==> config.mk <==
export PLATFORM = sky130hd
export DESIGN_NAME = legv8_fetch_unit
export DESIGN_NICKNAME = d
export VERILOG_FILES = /design/src/rtl/legv8_fetch_unit.sv
export SDC_FILE = /design/constraint.sdc
export NUM_CORES = 1
export LEC_CHECK = 0
export ABC_CLOCK_PERIOD_IN_PS = 3150
export CELL_PAD_IN_SITES_DETAIL_PLACEMENT = 1
export CELL_PAD_IN_SITES_GLOBAL_PLACEMENT = 1
export CORE_MARGIN = 2
export CORE_UTILIZATION = 34
export CTS_BUF_LIST = sky130_fd_sc_hd__clkbuf_2
export CTS_CLUSTER_DIAMETER = 150
export DETAILED_ROUTE_END_ITERATION = 10
export PLACE_DENSITY_LB_ADDON = 0.1
export SLEW_MARGIN = 40
export SYNTH_ARGS = -nofsm -noshare
export SYNTH_HDL_FRONTEND = slang
export SYNTH_SLANG_ARGS = --single-unit
==> constraint.sdc <==
create_clock -name clock -period 3.15 [get_ports clock]
set_clock_uncertainty 0.1 [all_clocks]
set_input_delay 0.315 -clock clock [delete_from_list [all_inputs] [get_ports clock]]
set_output_delay 0.315 -clock clock [all_outputs]
set_load 0.005 [all_outputs]
==> src/rtl/legv8_fetch_unit.sv <==
// LEGv8 instruction fetch stage.
// Holds the program counter and fetches one word at a time from instruction
// memory over a req/ack handshake. Each word is presented to the control unit
// over a valid/ready handshake. A branch redirect is applied when the word is
// consumed.
module legv8_fetch_unit #(
  parameter int unsigned       ADDR_W     = 64,
  parameter logic [ADDR_W-1:0] RESET_PC   = '0,
  parameter logic [31:0]       IDLE_INSTR = 32'h0
) (
  input  logic              clock,
  input  logic              reset,
  output logic              imem_req,
  output logic [ADDR_W-1:0] imem_addr,
  input  logic              imem_ack,
  input  logic [31:0]       imem_rdata,
  output logic [31:0]       instruction,
  output logic              instr_valid,
  input  logic              instr_ready,
  input  logic              branch_taken,
  input  logic [ADDR_W-1:0] branch_target,
  output logic [ADDR_W-1:0] pc_out,
  output logic [ADDR_W-1:0] pc_plus4,
  output logic [31:0]       instr_count
);

  // Word alignment is forced on every address source so imem_addr[1:0] stays 0.
  localparam logic [ADDR_W-1:0] ALIGN_MASK = ~ADDR_W'(3);
  localparam logic [ADDR_W-1:0] RESET_PC_A = RESET_PC & ALIGN_MASK;
  localparam logic [ADDR_W-1:0] PC_STEP    = ADDR_W'(4);

  typedef enum logic [1:0] {
    START = 2'd0,
    FETCH = 2'd1,
    HOLD  = 2'd2
  } state_t;

  state_t            state;
  state_t            state_next;
  logic [ADDR_W-1:0] fetch_pc;
  logic              capture;
  logic              consume;
  logic [ADDR_W-1:0] redirect_pc;

  // Handshake events: memory response accepted, instruction consumed.
  assign capture     = (state == FETCH) && imem_ack;
  assign consume     = (state == HOLD) && instr_ready;
  assign redirect_pc = branch_taken ? (branch_target & ALIGN_MASK) : pc_plus4;

  // State register; reset returns to START so the request drops immediately.
  // NOTE: sequential state uses non-blocking (<=) so every flop samples the
  // pre-edge value of every other flop, independent of statement order.
  always_ff @(posedge clock or negedge reset) begin
    if (!reset) state <= START;
    else        state <= state_next;
  end

  // Next-state logic: leave START on the first edge, wait for ack, wait for ready.
  // NOTE: state_next is defaulted before the case so no path leaves it
  // unassigned, which would otherwise infer a latch.
  always_comb begin
    state_next = state;
    unique case (state)
      START:   state_next = FETCH;
      FETCH:   if (imem_ack)    state_next = HOLD;
      HOLD:    if (instr_ready) state_next = FETCH;
      default: state_next = START;
    endcase
  end

  // Output decode: one outstanding request in FETCH, a held word in HOLD.
  always_comb begin
    imem_req    = 1'b0;
    instr_valid = 1'b0;
    unique case (state)
      FETCH:   imem_req    = 1'b1;
      HOLD:    instr_valid = 1'b1;
      default: ;
    endcase
  end

  // Fetch datapath: capture the returned word, then advance or redirect on consume.
  // NOTE: every register here is a handful of control/address flops, so all
  // take the asynchronous reset; there is no storage array to leave unreset.
  always_ff @(posedge clock or negedge reset) begin
    if (!reset) begin
      fetch_pc    <= RESET_PC_A;
      instruction <= IDLE_INSTR;
      pc_out      <= RESET_PC_A;
      instr_count <= 32'd0;
    end else if (capture) begin
      instruction <= imem_rdata;
      pc_out      <= fetch_pc;
    end else if (consume) begin
      instruction <= IDLE_INSTR;
      instr_count <= instr_count + 32'd1;
      fetch_pc    <= redirect_pc;
    end
  end

  assign imem_addr = fetch_pc;
  assign pc_plus4  = pc_out + PC_STEP;

endmodule

# ---- Word level (Yosys, flattened, before mapping)
# Index checks and enable logic that the tools add are counted.
dict set report word_totals {
  out_inout_bits 258
  word_cells 26
  input_bits 101
  register_bits 194
}
dict set report classes {
  n_addsub 2
  bitwise 1
  muxes 8
  n_reduce_logical 6
  eq_ne 4
}
# operator n
set ops {}
lappend ops {{adder 64 x 3 -> 64 bit, second input constant} 1}
lappend ops {{2-to-1 mux 32 bit} 2}
lappend ops {{2-to-1 mux 64 bit} 1}
lappend ops {{adder 32 x 1 -> 32 bit, second input constant} 1}
lappend ops {{case mux 2 bit (3 select lines)} 1}
lappend ops {{2-to-1 mux 2 bit} 2}
lappend ops {{!= test 2 bit, second input constant} 2}
lappend ops {{AND reduction 2 bit} 2}
lappend ops {{== test 2 x 1 -> 1 bit, second input constant} 1}
lappend ops {{== test 2 bit, second input constant} 1}
lappend ops {{logical AND 1 bit} 2}
lappend ops {{logical NOT 2 bit} 1}
lappend ops {{2-to-1 mux 1 bit} 2}
lappend ops {{nonzero test 2 bit} 1}
lappend ops {{NOT 1 bit} 1}

# ---- Longest topological paths before layout
# Gate-level depths: netlist of the first run.
dict set report logic_depth {
  ltp_word 4
  ltp_mapped 9
  mapped_depth_nobuf 7
}

# ---- Worst setup path before layout of the first run
# OpenSTA, ideal clock, no wires.
dict set report synth_timing {
  path_type {register to output}
  start {reg pc_out[35]}
  end {out pc_plus4[52]}
  required_time_ns 2.735
  slack_ns 0.778
  stages_incl_launch_ff 6
  n_path_buf 0
  arrival_time_ns 1.957
  cell_sequence {dfrtp_1 -> nand4_1 -> or4_1 -> or3_1 -> nor3_2 -> xor2_1}
}
dict set report synth_via {
  elab_chain_len 1
}
# item line
set synth_rtl {}
lappend synth_rtl {{from (decl)} 22} ;# output logic [ADDR_W-1:0] pc_out,
lappend synth_rtl {{from (signal assigned)} 93} ;# pc_out <= fetch_pc;
lappend synth_rtl {{adder 64 x 3 -> 64 bit} 102} ;# assign pc_plus4 = pc_out + PC_STEP;
lappend synth_rtl {{to (decl)} 23} ;# output logic [ADDR_W-1:0] pc_plus4,
# Every way passes these cells.

# ---- Worst setup path after layout of the first run
dict set report layout_timing {
  start {reg pc_out[34]}
  end {reg fetch_pc[56], in the netlist imem_addr[56]}
}
dict set report layout_via {
  elab_chain_len 2
}
# item line
set layout_rtl {}
lappend layout_rtl {{adder 64 x 3 -> 64 bit} 102}
lappend layout_rtl {{2-to-1 mux 64 bit} 48} ;# assign redirect_pc = branch_taken ? (branch_target & ALIGN_MASK) : pc_plus4;
lappend layout_rtl {{to (signal assigned)} 97} ;# fetch_pc <= redirect_pc;
lappend layout_rtl {{to (decl)} 40} ;# logic [ADDR_W-1:0] fetch_pc;
# Every way passes these cells.
# A chain may end at the register's enable or synchronous reset.

==> flow_metrics.py, run 1 <==
metrics = {
    "outcome": {
        "status": "finished, violations left",
        "violations": "setup timing",
    },
    "pwr": {
        "cellLeakagePower_nw": 7.51,
        "power_frac_seq_pct": 36.5,
        "combPwrFrac_pct": 52.2,
        "p_switching_mw": 4.38,
        "ir_drop_mv": 0.365,
        "swShare_pct": 38.1,
        "p_int_mw": 7.13,
        "p_per_area_mw_per_mm2": 714,
        "power_frac_clock_pct": 11.3,
        "p_total_mw": 11.5,
    },
    "critical_path": {
        "worstSetupStartpoint": "pc_out[34]",
        "critPathLaunchType": "flop",
        "crit_path_top_delay_cell": "or4_4",
        "critPathMostFrequentCell": "buf_6",
        "crit_chain": "nand4_1 > or4_4 > or3_4 > nor3_4 > buf_4 > buf_6 > buf_6 > buf_6 > buf_6 > buf_6 > buf_6 > buf_6 > buf_6 > buf_6 > buf_6 > buf_6 > buf_6 > mux2i_1 > nand3_1",
        "r2r_setup_slack_ps": -370,
        "cp.depth": 19,
        "slowest_delay_ps": 590,
        "path_delay_family": "simple AND/OR/NAND/NOR gates",
        "required_ps": 3740,
        "crit_arrival_ps": 4120,
        "critPathBufInv": 13,
        "worstSetupPathType": "reg2reg",
        "worstRegToRegCells": 19,
        "endpoint_kind": "flop",
        "endpoint": "imem_addr[56]",
        "timing.rr.start": "pc_out[34]",
        "r2r-end": "imem_addr[56]",
        "critical_path.max_fanout": 2,
    },
    "placement": {
        "dp_slack_ps": 127,
        "dp_hpwl_um": 25000,
        "io_buffers": 356,
        "place.gp.congestion": 0.794,
    },
    "sta": {
        "rsz0062_at_grt": "true",
        "worst_slack_ps": -373,
        "setup_viol": 30,
        "hold_violations": 0,
        "period_share_pct": 112,
        "tightest_slew_ps": 638,
        "slew_viol_final": 0,
        "maxSlewHeadroom_pct": 57.5,
        "hold_ws_ps": 60.8,
        "max_freq_mhz": 284,
        "layout_min_cycle_time_ps": 3520,
    },
    "global_routing": {
        "overflow": 0,
        "antenna_found_initial": 3,
        "grt_usage_pct": 27.2,
        "grt_pass1_wl_um": 60000,
        "grt_pass1_vias": 10202,
        "grt_max_degree": 50,
    },
    "floorplanning": {
        "die_h_um": 169,
        "ios": 359,
        "floorplan.initialDensity_pct": 34.6,
        "coreArea_sq_mm": 0.0269,
        "placementRows": 60,
        "die_w_um": 169,
        "die_area_sq_mm": 0.0287,
    },
    "synthesis": {
        "postSynthCellCount": 860,
        "post-synth-top-area-cell": "dfrtp_1",
        "synth-seq-cells": 194,
        "synth_area_sq_mm": 0.00929,
        "async_flop_share_pct": 100,
        "post_synth.cell_area_avg_sq_um": 10.8,
        "synth-main-ff-cell": "dfrtp_1",
        "syn-num-nets": 963,
        "synth_edf_count": 0,
        "synth_cell_types": 49,
        "synth_seq_area_share_pct": 52.2,
        "synthTopCellsByArea": "dfrtp_1 (52%), mux2_2 (6.9%), xnor2_1 (5.2%)",
        "post-synth-top-area-fraction_pct": 52.2,
        "yosys_warnings": 0,
    },
    "final_layout": {
        "area_delta_synth_final_pct": 73.4,
        "layout_commonest_cell": "clkdlybuf4s50_1",
        "layout.nets": 1521,
        "drive_above_1_share_pct": 29.7,
        "layout_common_cells": "clkdlybuf4s50_1 (300), dfrtp_1 (187), buf_4 (120)",
        "n_fill_cell": 2850,
    },
    "clocking": {
        "insertion_delay_ps": 840,
        "root_buffer": "clkbuf_2",
        "cts_made_buffers": 17,
        "clkSinkCount": 194,
        "clk_path_buf_depth": 2,
        "cts_max_level": 4,
        "clk_pin_slew_ps": 330,
        "cts_tree": "yes",
    },
    "drt": {
        "dr.pass1.iters": 4,
        "drtAntennaViolNets": 0,
        "routedWlPerCell_um": 22.5,
        "drtIter0Drc": 419,
        "drt_wl_total_um": 39900,
        "drc_errors": 0,
        "vias_per_cell": 5.28,
        "vias": 9376,
    },
    "worst_hold_path": {
        "hold_path_class": "in2reg",
    },
    "run": {
        "maxCapViolations": 0,
    },
}
-- stage by stage --
stage	std cells	instance area (sq um)	setup TNS, ps	util [%]
6_report	1775	16100	-4820	60.0
3_5_place_dp	1565	13600	0	50.5
3_3_place_gp	1565	13600	0	50.5
5_1_grt	1774	16100	-11750	60.0
2_1_floorplan	860	9290	0	-
4_1_cts	1743	15700	-4250	58.5
-- cells by family (layout without fill, tap and decap cells) --
logic type	count (synthesis)	in the layout	synth area share [%]
adders and majority gates	2	2	0.269
DFF	194	194	52.2
AOI/OAI and AO/OA	122	122	9.61
and+or+nand+nor	322	322	18.4
muxes	74	74	8.74
other	0	3	0
buffers and inverters	60	631	2.61
xor gates and xnor gates	86	86	8.11
-- flip-flops by register name (all words and copies together), names as in the netlist --
register	count
pc_out	64
instruction	32
instr_count	32
state	2
imem_addr	64
-- worst register-to-register path, delay by kind of cell, from the launching register on --
| family | cells | cell delay (ps) |
|---|---|---|
| simple gates | 5 | 1480 |
| buf+inv | 13 | 1150 |
| flops | 1 | 460 |
| mux | 1 | 210 |
-- cells in the mapped netlist (3+ instances only) --
cell type,number
xor2_1,31
nor4_1,5
and4_1,9
mux2_2,57
clkbuf_1,41
a22o_1,32
and3_1,51
inv_1,10
buf_1,3
or3_1,3
and2_1,7
or2_2,4
nor2_1,36
dfrtp_1,194
o21ai_0,48
o21ai_1,3
nand4_1,29
mux2i_1,17
nand2_1,87
xnor2_1,55
or4_1,3
nor3_1,22
a221o_1,27
nand3_1,51
a21o_1,3
-- per-layer routing --
layer	global-route usage, %	wire length (um)	share of wire (%)	up-vias
met3	7.02	2410	6.0	68
met2	46.2	20100	50	312
met4	9.96	1310	3.3	0
li1	-	-	-	4208
met5	0	0	0	-
met1	33.4	16100	40	4788
-- power by group through the flow --
| stage | Clock, mW | Combinational [mW] | Sequential [mW] |
|---|---|---|---|
| final | 1.30 | 6.01 | 4.20 |
| after global routing | 1.43 | 6.40 | 4.31 |
| after global placement | 0 | 5.36 | 4.18 |
| after detailed placement | 0 | 5.41 | 4.22 |
| after CTS | 1.34 | 5.80 | 4.14 |
| after floorplan | 0 | 1.77 | 4.21 |
-- layout make-up --
type                       count  area (sq um)  share of cell area, %
antenna                        3          7.51                 0.0466
sequential                   194          4860                   30.2
multi-input combinational    606          5030                   31.2
inverter                      11          41.3                  0.256
tap                          341           427                   2.65
clock buffer                  18          90.1                  0.559
clock inverter                14           146                  0.908
timing repair buffer         588          5510                   34.2
-- what timing repair did --
action | in CTS | in global routing
gates resized for setup | 325 | 66
hold buffers | 65 | 5
pin swaps | 70 | 55
buffers inserted | 81 | 27
gates cloned | 1 | 0
setup endpoints to repair | 54 | 52
endpoints found under the hold margin | 230 | 5
-- how the worst min path moves through the flow --
stage	startpoint	end	slack [ps]	cells past startpoint
2_1_floorplan	reset	imem_addr[0]	-80	0
3_3_place_gp	reset	pc_out[48]	350	1
3_5_place_dp	reset	imem_addr[48]	350	1
4_1_cts	branch_target[12]	imem_addr[12]	5	3
5_1_grt	branch_target[45]	imem_addr[45]	-3	3
6_report	branch_target[12]	imem_addr[12]	60	3
No activity file was read; power rests on OpenSTA's default activity.
==> run 2: changes to the inputs <==
--- a/config.mk
+++ b/config.mk
@@ -8,6 +8,7 @@
 export ABC_CLOCK_PERIOD_IN_PS = 3150
 export CELL_PAD_IN_SITES_DETAIL_PLACEMENT = 1
 export CELL_PAD_IN_SITES_GLOBAL_PLACEMENT = 1
+export CORE_ASPECT_RATIO = 0.7
 export CORE_MARGIN = 2
 export CORE_UTILIZATION = 34
 export CTS_BUF_LIST = sky130_fd_sc_hd__clkbuf_2
==> run 2 against run 1 <==
Die area hardly changed. Sequential power about the same. Total power up 4.7%. Clock power rose by 21%. Sequential share of layout area down 0.65 points. Via count grew 1.6%. The flow still finishes with violations (setup timing). Cell area increased by 2.4%. Flip-flop and latch count stayed put. First-iteration DRC count increased by 2.9%. Highest routed layer unchanged. Critical endpoint is now pc_plus4[52]. Non-clock buffer count up 21.
==> flow_metrics.py, run 2 (same netlist as run 1, synthesis figures left out) <==
metrics = {
    "pwr": {
        "p_per_area_mw_per_mm2": 730,
        "ir_drop_mv": 0.367,
        "cellLeakagePower_nw": 7.72,
        "p_total_mw": 12.0,
    },
    "final_layout": {
        "layout_commonest_cell": "clkdlybuf4s50_1",
        "layout.nets": 1543,
        "final_cell_area_sq_mm": 0.0165,
        "area_delta_synth_final_pct": 77.5,
        "n_fill_cell": 2798,
        "fin_cells": 1818,
        "layout_common_cells": "clkdlybuf4s50_1 (300), dfrtp_1 (181), buf_4 (133)",
        "register_area_sq_mm": 0.00487,
        "multi_input_area_sq_mm": 0.00511,
        "drive_above_1_share_pct": 31.5,
    },
    "drt": {
        "drt_wl_total_um": 42600,
        "drtAntennaViolNets": 0,
        "drtIter0Drc": 431,
        "dr.pass1.iters": 4,
        "vias": 9523,
        "vias_per_cell": 5.24,
        "drc_errors": 0,
        "routedWlPerCell_um": 23.4,
    },
    "critical_path": {
        "timing.rr.start": "pc_out[35]",
        "slowest_delay_ps": 620,
        "endpoint_kind": "primary output",
        "critPathLaunchType": "flop",
        "critical_path.max_fanout": 2,
        "crit_chain": "nand4_1 > or4_4 > or3_4 > nor3_4 > buf_4 > xor2_1 > buf_2",
        "crit_arrival_ps": 3080,
        "worstSetupPathType": "reg2out",
        "r2r-end": "imem_addr[52]",
        "required_ps": 2730,
        "r2r_setup_slack_ps": 90,
        "crit_path_top_delay_cell": "or4_4",
        "worstRegToRegCells": 15,
    },
    "floorplanning": {
        "placementRows": 50,
        "die_area_sq_mm": 0.0287,
        "die_h_um": 142,
        "die_w_um": 202,
        "ios": 359,
        "floorplan.initialDensity_pct": 34.7,
        "coreArea_sq_mm": 0.0268,
    },
    "sta": {
        "hold_violations": 0,
        "slew_viol_final": 0,
        "tightest_slew_ps": 692,
        "maxSlewHeadroom_pct": 53.9,
        "worst_slack_ps": -347,
        "period_share_pct": 111,
        "max_freq_mhz": 286,
        "hold_ws_ps": 93.8,
        "rsz0062_at_grt": "true",
        "layout_min_cycle_time_ps": 3500,
        "setup_viol": 34,
    },
    "placement": {
        "place_area_sq_mm": 0.0136,
        "dp_slack_ps": 92.6,
        "io_buffers": 356,
        "dp_hpwl_um": 26200,
        "place.gp.congestion": 0.803,
        "dp_cells": 1589,
    },
    "worst_hold_path": {
        "whs_path_depth": 3,
        "hold_end": "imem_addr[31]",
        "hold_path_class": "in2reg",
        "hp-start": "branch_target[31]",
    },
    "run": {
        "maxCapViolations": 0,
    },
    "global_routing": {
        "antenna_found_initial": 1,
        "grt_usage_pct": 28.7,
        "overflow": 0,
        "grt_pass1_wl_um": 62600,
        "grt_max_degree": 79,
        "grt_pass1_vias": 10216,
    },
    "clocking": {
        "clkSinkCount": 194,
        "cts_max_level": 4,
        "insertion_delay_ps": 820,
        "cts_tree": "yes",
        "clk_pin_slew_ps": 300,
        "root_buffer": "clkbuf_2",
        "cts_made_buffers": 17,
        "clk_path_buf_depth": 2,
    },
    "outcome": {
        "status": "finished, violations left",
        "violations": "setup timing",
    },
}
==> run 2: cell types whose count changed in the layout (fill, tap and decap cells not counted), sizes merged, moves of 2 or more <==
cell | before | now
inv | 17 | 14
clkinv | 7 | 4
dlygate4sd2 | 2 | 5
buf | 208 | 226
bufinv | 0 | 5
diode | 3 | 1
clkbuf | 23 | 26
==> run 2: area by class of cell <==
type / count / area share, %
antenna: 1 / 0.0152
inverter: 11 / 0.250
tap: 364 / 2.76
clock buffer: 20 / 0.607
timing repair buffer: 609 / 34.6
multi-input combinational: 607 / 31.0
sequential: 194 / 29.5
clock inverter: 12 / 1.22
==> run 2: report_power, final <==
part | switching [mW] | leakage [nW] | internal, mW
registers | 0.865 | 2.49 | 3.36
logic | 2.59 | 5.05 | 3.66
clock network | 0.956 | 0.179 | 0.618
total | 4.41 | 7.72 | 7.64
==> run 2: repair_timing <==
action,CTS,global route
setup buffers,102,39
pin swaps,78,69
gates cloned,1,0
hold endpoints to repair,255,2
hold buffers,69,2
endpoints found under the setup margin,54,51
gates resized for setup,348,65
==> run 2: worst max-delay path, delay by kind of cell, from the launching register on <==
family / cells / cell delay [ps]
buf+inv: 2 / 300
xor+xnor: 1 / 150
simple gates: 4 / 1400
flops: 1 / 430
==> run 2: per-stage QoR <==
stage	TNS, ps	util (%)
finish	-5610	61.6
global route	-12910	61.6
CTS	-6110	60.0
detailed placement	0	50.9
global placement	0	50.9
floorplan	0	-
==> run 2: per-layer routing <==
metal,vias to the layer above,track usage (%),part of all wire (%)
met5,-,0,0
met4,0,8.67,2.6
met1,4884,36.9,43
li1,4247,-,-
met2,334,47.7,49
met3,58,7.51,6.0
==> run 2: how the worst max path moves through the flow <==
stage	start	end	slack [ps]	depth (start not counted)
after CTS	pc_out[15]	pc_plus4[63]	-310	10
after detailed placement	pc_out[37]	pc_plus4[56]	90	6
after global placement	pc_out[23]	pc_plus4[57]	180	7
after floorplan	pc_out[35]	pc_plus4[52]	780	5
final	pc_out[35]	pc_plus4[52]	-350	7
after global routing	pc_out[22]	pc_plus4[60]	-530	10
==> run 3: changes to the inputs <==
--- a/config.mk
+++ b/config.mk
@@ -8,12 +8,13 @@
 export ABC_CLOCK_PERIOD_IN_PS = 3150
 export CELL_PAD_IN_SITES_DETAIL_PLACEMENT = 1
 export CELL_PAD_IN_SITES_GLOBAL_PLACEMENT = 1
-export CORE_ASPECT_RATIO = 0.7
 export CORE_MARGIN = 2
 export CORE_UTILIZATION = 34
 export CTS_BUF_LIST = sky130_fd_sc_hd__clkbuf_2
 export CTS_CLUSTER_DIAMETER = 150
 export DETAILED_ROUTE_END_ITERATION = 10
+export GPL_ROUTABILITY_DRIVEN = 0
+export MAX_ROUTING_LAYER = met4
 export PLACE_DENSITY_LB_ADDON = 0.1
 export SLEW_MARGIN = 40
 export SYNTH_ARGS = -nofsm -noshare
==> run 3 against run 2 <==
The run still ends with setup timing left. First-iteration DRC count is 4.9% lower. Core utilization decreased by 1.7 points. Clock power is 16% lower. Die area barely moved. Sequential share of layout area increased by 0.69 points. Flip-flop and latch count unchanged. Critical path depth is 12 higher. Routed wire length shrank 6.3%. Setup slack got worse by 25 ps. Combinational power shrank 3.8%. Global-route usage fell by 0.65 points. Total power fell by 4.4%.
==> flow_metrics.py, run 3 (same netlist as run 1, synthesis figures left out) <==
metrics = {
    "sta": {
        "rsz0062_at_grt": "true",
        "slew_viol_final": 0,
        "setup_viol": 37,
        "hold_ws_ps": 24.7,
        "hold_violations": 0,
        "worst_slack_ps": -373,
        "maxSlewHeadroom_pct": 59.3,
        "period_share_pct": 112,
        "tightest_slew_ps": 610,
        "max_freq_mhz": 284,
        "layout_min_cycle_time_ps": 3520,
    },
    "drt": {
        "drt_wl_total_um": 39900,
        "dr.pass1.iters": 5,
        "vias_per_cell": 5.27,
        "drc_errors": 0,
        "vias": 9348,
        "drtIter0Drc": 410,
        "routedWlPerCell_um": 22.5,
        "drtAntennaViolNets": 0,
    },
    "clocking": {
        "cts_max_level": 4,
        "cts_made_buffers": 17,
        "clk_pin_slew_ps": 340,
        "clk_path_buf_depth": 2,
        "root_buffer": "clkbuf_2",
        "clkSinkCount": 194,
        "cts_tree": "yes",
        "insertion_delay_ps": 870,
    },
    "final_layout": {
        "layout_commonest_cell": "clkdlybuf4s50_1",
        "n_fill_cell": 2845,
        "layout_common_cells": "clkdlybuf4s50_1 (300), dfrtp_1 (187), buf_4 (120)",
        "area_delta_synth_final_pct": 73.2,
        "final_cell_area_sq_mm": 0.0161,
        "drive_above_1_share_pct": 29.9,
        "final_util_pct": 59.9,
        "layout.nets": 1520,
    },
    "floorplanning": {
        "ios": 359,
        "placementRows": 60,
        "die_area_sq_mm": 0.0287,
        "coreArea_sq_mm": 0.0269,
        "die_w_um": 169,
        "die_h_um": 169,
        "floorplan.initialDensity_pct": 34.6,
    },
    "global_routing": {
        "overflow": 0,
        "grt_max_degree": 50,
        "grt_pass1_vias": 10217,
        "antenna_found_initial": 3,
        "grt_pass1_wl_um": 59900,
        "grt_usage_pct": 28.0,
    },
    "pwr": {
        "swShare_pct": 38.1,
        "power_frac_seq_pct": 36.5,
        "p_switching_mw": 4.39,
        "power_frac_clock_pct": 11.4,
        "p_per_area_mw_per_mm2": 716,
        "ir_drop_mv": 0.367,
        "combPwrFrac_pct": 52.1,
        "cellLeakagePower_nw": 7.50,
        "p_int_mw": 7.13,
    },
    "critical_path": {
        "critical_path.max_fanout": 2,
        "path_delay_family": "simple AND/OR/NAND/NOR gates",
        "critPathLaunchType": "flop",
        "crit_path_top_delay_cell": "or4_4",
        "critPathBufInv": 13,
        "crit_chain": "nand4_1 > or4_4 > or3_4 > nor3_4 > buf_4 > buf_6 > buf_6 > buf_6 > buf_6 > buf_6 > buf_6 > buf_6 > buf_6 > buf_6 > buf_6 > buf_6 > buf_6 > mux2i_1 > nand3_1",
        "worstRegToRegCells": 19,
        "slowest_delay_ps": 590,
        "critPathMostFrequentCell": "buf_6",
        "crit_arrival_ps": 4140,
        "endpoint_kind": "flop",
        "required_ps": 3770,
        "cp.depth": 19,
        "worstSetupPathType": "reg2reg",
    },
    "outcome": {
        "status": "finished, violations left",
        "violations": "setup timing",
    },
    "placement": {
        "dp_hpwl_um": 25000,
        "io_buffers": 356,
        "place_area_sq_mm": 0.0136,
    },
    "worst_hold_path": {
        "hold_path_class": "in2reg",
        "whs_path_depth": 3,
    },
    "run": {
        "maxCapViolations": 0,
    },
}
-- run 3: layout make-up --
class	instances	area, sq um	share of cell area [%]
Inverter	11	41.3	0.257
Clock inverter	14	146	0.910
Timing Repair Buffer	587	5490	34.1
Tap cell	341	427	2.65
Multi-Input combinational cell	606	5030	31.2
Antenna cell	3	7.51	0.0466
Clock buffer	18	90.1	0.560
Sequential cell	194	4860	30.2
-- run 3: final timing paths --
check                                       start               to  slack [ps]
worst min-delay path            branch_target[10]    imem_addr[10]          20
worst max register to register         pc_out[34]    imem_addr[56]        -370
max in group asynchronous                   reset       pc_out[31]        1860
worst max-delay path                   pc_out[34]    imem_addr[56]        -370
min in group asynchronous                   reset  instruction[25]         410
worst min register to register    instr_count[31]  instr_count[31]         400
-- run 3: per-stage QoR --
step | power [mW] | cells | worst slack, ps | TNS [ps]
final | 11.5 | 1774 | -373 | -6030
after global placement | 9.54 | 1565 | 161 | 0
after global routing | 12.1 | 1774 | -459 | -11940
after detailed placement | 9.63 | 1565 | 127 | 0
after floorplan | 5.98 | 860 | 778 | 0
after CTS | 11.3 | 1743 | -299 | -4250
-- run 3: worst register-to-register path, cell delays in order, from the launching register on --
cell,delay (ps)
dfrtp_1,460
nand4_1,190
or4_4,590
or3_4,380
nor3_4,220
buf_4,150
buf_6,80
buf_6,80
buf_6,80
buf_6,80
buf_6,80
buf_6,90
buf_6,90
buf_6,80
buf_6,80
buf_6,80
buf_6,80
buf_6,80
mux2i_1,210
nand3_1,100
-- run 3: power by group through the flow --
stage	clock network, mW	registers [mW]	logic (mW)
detailed placement	0	4.22	5.41
floorplan	0	4.21	1.77
global route	1.43	4.31	6.40
global placement	0	4.18	5.36
finish	1.32	4.20	6.00
CTS	1.34	4.14	5.80
-- run 3: layer usage --
| layer | vias up | part of all wire, % | wire, um | global-route usage [%] |
|---|---|---|---|---|
| li1 | 4208 | - | - | - |
| met1 | 4745 | 40 | 15900 | 33.5 |
| met2 | 313 | 50 | 20100 | 46.3 |
| met3 | 82 | 6.2 | 2460 | 6.69 |
| met4 | 0 | 3.7 | 1470 | 9.96 |
| met5 | - | 0 | 0 | - |
-- run 3: what timing repair did --
action / 4_1_cts / 5_1_grt
cloned: 1 / 0
endpoints found under the hold margin: 230 / 5
hold buffers: 65 / 5
pin swaps: 70 / 56
setup endpoints to repair: 54 / 52
setup buffers: 81 / 27
resized for setup: 325 / 66
